### src/rtl/local_eject_buffer.sv
// local_eject_buffer
//   Ejection stage between a router Local output port and the node packet
//   Collector. Packets from the router are queued in a small FIFO and handed
//   to the Collector one at a time over a Req/Gnt handshake. Delivered
//   packets are counted, and a sticky flag records packets the router pushed
//   while the FIFO was full.
//
// Ports
//   clk        rising-edge clock for all logic
//   reset      synchronous, active-high
//   PacketIn   packet from the router Local output port
//   ReqUpStr   router presents a packet this cycle
//   GntUpStr   one-cycle pulse: packet accepted on the previous edge
//   UpStrFull  FIFO holds DEPTH packets; router must hold off
//   PacketOut  packet offered to the Collector, stable while ReqDnStr=1
//   ReqDnStr   request to the Collector
//   GntDnStr   Collector grant pulse
//   DnStrFull  Collector full; blocks new requests, never withdraws one
//   DropErr    sticky: ReqUpStr seen while UpStrFull=1
//   PktCount   packets delivered since reset, wraps at 16 bits
//
// state | meaning
// IDLE  | no request outstanding; waiting for a queued packet and DnStrFull=0
// REQ   | ReqDnStr high, PacketOut = FIFO head, waiting for GntDnStr

module local_eject_buffer #(
   parameter logic [5:0] routerID  = 6'b000_000,
   parameter int         dataWidth = 32,
   parameter int         DEPTH     = 4,
   parameter int         ADDR_W    = 2
) (
   input  logic                 clk,
   input  logic                 reset,
   input  logic [dataWidth-1:0] PacketIn,
   input  logic                 ReqUpStr,
   output logic                 GntUpStr,
   output logic                 UpStrFull,
   output logic [dataWidth-1:0] PacketOut,
   output logic                 ReqDnStr,
   input  logic                 GntDnStr,
   input  logic                 DnStrFull,
   output logic                 DropErr,
   output logic [15:0]          PktCount
);

   // routerID only identifies the instance; the width check keeps it referenced.
   if (DEPTH < 2 || (1 << ADDR_W) != DEPTH || $bits(routerID) != 6) begin : g_bad_param
      $error("local_eject_buffer: DEPTH must be a power of 2, >= 2, equal to 2**ADDR_W");
   end

   localparam int                CNT_W    = ADDR_W + 1;
   localparam logic [CNT_W-1:0]  CNT_FULL = CNT_W'(DEPTH);
   localparam logic [CNT_W-1:0]  CNT_TWO  = CNT_W'(2);
   localparam logic [ADDR_W-1:0] PTR_ONE  = ADDR_W'(1);

   typedef enum logic {IDLE = 1'b0, REQ = 1'b1} state_t;

   logic [dataWidth-1:0] mem_q [DEPTH];

   state_t               state_q,     state_d;
   logic [ADDR_W-1:0]    wr_ptr_q,    wr_ptr_d;
   logic [ADDR_W-1:0]    rd_ptr_q,    rd_ptr_d;
   logic [CNT_W-1:0]     count_q,     count_d;
   logic                 full_q,      full_d;
   logic                 gnt_up_q,    gnt_up_d;
   logic [dataWidth-1:0] pkt_out_q,   pkt_out_d;
   logic                 req_dn_q,    req_dn_d;
   logic                 drop_err_q,  drop_err_d;
   logic [15:0]          pkt_count_q, pkt_count_d;

   logic wr_en;
   logic pop;

   always_comb begin
      // full_q is the registered flag, so a pop this cycle cannot admit a write this cycle
      wr_en = ReqUpStr & ~full_q;
      pop   = (state_q == REQ) & GntDnStr;

      wr_ptr_d    = wr_en ? wr_ptr_q + PTR_ONE : wr_ptr_q;
      rd_ptr_d    = pop ? rd_ptr_q + PTR_ONE : rd_ptr_q;
      count_d     = count_q + CNT_W'(wr_en) - CNT_W'(pop);
      full_d      = (count_d == CNT_FULL);
      gnt_up_d    = wr_en;
      drop_err_d  = drop_err_q | (ReqUpStr & full_q);
      pkt_count_d = pop ? pkt_count_q + 16'd1 : pkt_count_q;

      state_d   = state_q;
      req_dn_d  = req_dn_q;
      pkt_out_d = pkt_out_q;
      case (state_q)
         IDLE: begin
            if (count_q != '0 && !DnStrFull) begin
               pkt_out_d = mem_q[rd_ptr_q];
               req_dn_d  = 1'b1;
               state_d   = REQ;
            end
         end
         REQ: begin
            if (GntDnStr) begin
               // Back-to-back only if another packet was already queued before this edge;
               // a packet written alongside the last pop is picked up from IDLE.
               if (count_q >= CNT_TWO && !DnStrFull) begin
                  pkt_out_d = mem_q[rd_ptr_q + PTR_ONE];
               end else begin
                  req_dn_d = 1'b0;
                  state_d  = IDLE;
               end
            end
         end
         default: begin
            req_dn_d = 1'b0;
            state_d  = IDLE;
         end
      endcase
   end

   always_ff @(posedge clk) begin
      if (reset) begin
         state_q     <= IDLE;
         wr_ptr_q    <= '0;
         rd_ptr_q    <= '0;
         count_q     <= '0;
         full_q      <= 1'b0;
         gnt_up_q    <= 1'b0;
         pkt_out_q   <= '0;
         req_dn_q    <= 1'b0;
         drop_err_q  <= 1'b0;
         pkt_count_q <= '0;
      end else begin
         state_q     <= state_d;
         wr_ptr_q    <= wr_ptr_d;
         rd_ptr_q    <= rd_ptr_d;
         count_q     <= count_d;
         full_q      <= full_d;
         gnt_up_q    <= gnt_up_d;
         pkt_out_q   <= pkt_out_d;
         req_dn_q    <= req_dn_d;
         drop_err_q  <= drop_err_d;
         pkt_count_q <= pkt_count_d;
      end
   end

   // Storage is not reset; pointers and count define which entries are valid.
   always_ff @(posedge clk) begin
      if (!reset && wr_en) begin
         mem_q[wr_ptr_q] <= PacketIn;
      end
   end

   assign GntUpStr  = gnt_up_q;
   assign UpStrFull = full_q;
   assign PacketOut = pkt_out_q;
   assign ReqDnStr  = req_dn_q;
   assign DropErr   = drop_err_q;
   assign PktCount  = pkt_count_q;

endmodule

### config.mk
export PLATFORM = sky130hd
export DESIGN_NAME = local_eject_buffer
export DESIGN_NICKNAME = d
export VERILOG_FILES = /design/src/rtl/local_eject_buffer.sv
export SDC_FILE = /design/constraint.sdc
export NUM_CORES = 1
export LEC_CHECK = 0
export CAP_MARGIN = 30
export CORE_UTILIZATION = 56
export DETAILED_ROUTE_END_ITERATION = 10
export PLACE_DENSITY = 0.77
export SLEW_MARGIN = 20
export SYNTH_ARGS = -nofsm -noshare
export SYNTH_HDL_FRONTEND = slang
export SYNTH_SLANG_ARGS = --single-unit
### constraint.sdc
create_clock -name clk -period 3.08 [get_ports clk]
set_input_delay 0.924 -clock clk [delete_from_list [all_inputs] [get_ports clk]]
set_output_delay 0.924 -clock clk [all_outputs]
set_load 0.005 [all_outputs]
==> reports/qor.yml <==
outcome:
  status: "finished, final reports clean"
floorplan:
  rows: 43
  pin_count: 89
  start_util_pct: 58.0
  die_w_um: 122
  coreArea_sq_um: 14000
  die-area_sq_um: 15000
  die_h_um: 122
route:
  avgViaCountPerCell: 6.05
  finalWirelength_mm: 17.4
  drtAntennaViolNets: 0
  detailedRoute.firstPassIterationCount: 4
  dr.first_iter.drc_count: 365
  wl_per_cell_um: 20.8
  drc: 0
  vias: 5038
pwr:
  ir_drop_v: 0.000438
  total_leakage_power_uw: 0.00312
  p_per_area_nw_per_um2: 714
global_routing:
  gr-total-overflow: 0
  grt_pass1_wl_mm: 27.0
  grt_max_degree: 37
  grtUsageTotal_pct: 24.9
  grt_antenna_before_repair: 0
  grt_pass1_vias: 5177
cts:
  clock_latency_ns: 0.43
  clockBufferDepth: 2
  hold_buffers: 0
  clk_pin_slew_worst_paths_ns: 0.06
  cts.htree.levels: 4
  cts.sink_count: 190
  clock-root-buffer: "clkbuf_16"
  post_cts_buffers: 0
  post_cts_resize_count: 0
  tritoncts: "done"
  tritoncts.num_buffers: 17
logic_synthesis:
  synth_cell_types: 42
  syn_nets: 597
  synthMuxAreaShare_pct: 16.8
  synth-adder-area-share_pct: 1.33
  ys_seq_elements: 190
  yosysWarnings: 0
  yosys.area_share.simple_pct: 5.58
  syn_inst: 552
  synthXorXnorAreaFrac_pct: 1.62
  synth_top_family_by_area: "multiplexers"
  synth-compound-area-share_pct: 9.52
  ys_seq_area_share_pct: 62.6
  synth.avg_cell_area_sq_um: 14.7
  syn_area_sq_um: 8120
min_path:
  min_from: "PacketOut[4]"
  min_delay_path_depth: 1
  holdCritPathClass: "flop to flop"
  min_to: "PacketOut[4]"
setup_path:
  end_kind: "flop"
  crit_chain: "clkdlybuf4s50_1 > nand3_2 > or4_4 > or3_1 > a21oi_1"
  r2r-start: "state_q"
  cp_max_fo: 7
  cp.arrival_ns: 2.82
  start_kind: "input pin"
  worstRegToRegCells: 4
  crit_slowest_cell: "or4_4"
  worstPathRequired_ns: 3.44
  ff2ff_setup_slack_ns: 0.97
  max_stage_delay_ns: 0.61
  criticalPathCategory: "input pin to flop"
  r2r-end: "PktCount[15]"
place:
  gp_congestion: 0.827
  port_buffers: 88
  place_ws_ns: 0.189
  hpwl_mm: 10.5
timing:
  drv_slew: 0
  fmax_mhz: 406
  final-setup-viol-count: 0
  worst_slew_pin_slew_ns: 0.978
  setup_ws_ns: 0.616
  final.setup.tns_ns: 0
  fin_skew_ns: 0.00650
  rsz0062_at_grt: "no"
  fin_crit_sh_pct: 80.0
  hold_violations: 0
  layout_min_cycle_time_ns: 2.46
  relSlewSlack_pct: 34.8
finish:
  multi_input_area_sq_um: 2830
  num_antenna_cells: 0
  ff_latch_area_sq_um: 5090
  nets: 685
  area_delta_synth_final_pct: 21.7
  final_layout_size_suffix_gt1_share_pct: 15.0
  nFillCells: 941
run:
  maxCapViolCount: 0
-- synthesized netlist by cell type, drive strengths merged --
cell type	count	area, sq um
a21oi	46	230
nor4	4	25.0
fa	1	20.0
mux2i	64	641
o22ai	32	200
buf	20	108
edfxtp	128	3840
a211o	1	8.76
and2b	1	7.51
dfxtp	62	1240
xnor2	10	87.6
clkbuf	17	73.8
nand4	5	61.3
nor2	23	86.3
nor3	5	25.0
or3	5	31.3
xor2	5	43.8
inv	7	26.3
nand3	3	20.0
or2	2	12.5
a211oi	5	37.5
nor4b	1	15.0
or3b	1	8.76
nor3b	1	7.51
and4	1	8.76
o21ai	5	25.0
o2bb2ai	28	245
nand2b	3	18.8
and2	5	31.3
nor2b	3	18.8
ha	7	87.6
a221oi	1	26.3
nand2	17	63.8
mux4	32	721
or4	1	11.3
-- critical path, delay by kind of cell --
family / cells / cell delay, ns
AND/OR/NAND/NOR: 3 / 1.15
buffers and inverters: 1 / 0.60
AO/OA/AOI/OAI: 1 / 0.15
-- state kept, by name, summed over array words and instances (netlist names), named ones only --
name and flops:
GntUpStr 1, state_q 1, PktCount 16, rd_ptr_q 2, mem_q 128, UpStrFull 1, wr_ptr_q 2, DropErr 1
count_q 3, ReqDnStr 1, PacketOut 32
-- power by group --
group	total, uW	internal (uW)	switching (uW)
Combinational	1450	718	735
Clock	2400	1500	900
Sequential	3200	3010	192
-- metal layers --
layer | global-route usage (%) | up-vias | share of wire, %
met5 | 0 | - | 0
met4 | 8.84 | 0 | 1.2
met3 | 5.99 | 18 | 5.1
met2 | 41.9 | 146 | 53
met1 | 31.5 | 2532 | 41
li1 | - | 2342 | -
-- layout make-up --
class                           instances  share of cell area (%)
Sequential cell                       190                    51.5
Multi-Input combinational cell        318                    28.6
Timing Repair Buffer                  106                    10.7
Clock buffer                           20                    4.73
Tap cell                              180                    2.28
Clock inverter                         12                    1.90
Inverter                                7                   0.266
-- layout by cell type (no fill, tap or decap), types with 2 or more instances in the layout --
master	netlist	layout
edfxtp_1	128	128
clkdlybuf4s50_1	0	88
mux2i_1	64	64
dfxtp_1	62	58
a21oi_1	46	46
mux4_2	32	32
o22ai_1	32	32
o2bb2ai_1	28	28
nor2_1	23	23
clkbuf_16	0	18
nand2_1	17	17
buf_4	1	15
xnor2_1	10	10
inv_1	7	7
ha_1	7	7
clkinv_2	0	6
nor3_1	5	5
a211oi_1	5	5
or3_1	5	5
xor2_1	5	5
bufinv_16	0	5
and2_2	0	4
nor4_1	4	4
o21ai_0	4	4
nand2b_1	3	3
nor2b_1	3	3
nand4_1	3	3
buf_12	0	3
dfxtp_2	0	3
or2_2	2	2
nand3_1	2	2
nand4_4	2	2
-- cells by family after synthesis --
logic type | Yosys count
compound gates | 118
xor+xnor | 15
fa+ha+maj | 8
buf+inv | 44
flops | 190
mux | 96
simple gates | 81
-- through the flow --
step	hold slack (ns)	utilization, %	instance area [sq um]	total power, uW	std cells
after detailed placement	0.446	66.0	9230	4700	801
after global placement	0.442	66.0	9230	4660	801
final	0.465	70.7	9880	7050	833
after floorplan	0.456	-	8120	4050	552
after global routing	0.483	70.7	9880	7340	833
after CTS	0.468	70.7	9880	7090	833
-- how the worst max path moves through the flow --
stage,startpoint,slack [ns],to
after floorplan,reset,0.63,mem_q[0][0]
after global placement,GntDnStr,0.26,PktCount[15]
after detailed placement,GntDnStr,0.19,PktCount[15]
after CTS,GntDnStr,0.63,PktCount[15]
after global routing,GntDnStr,0.48,UpStrFull
final,GntDnStr,0.62,PktCount[15]
Note: power is estimated with default switching activity, not from simulation.
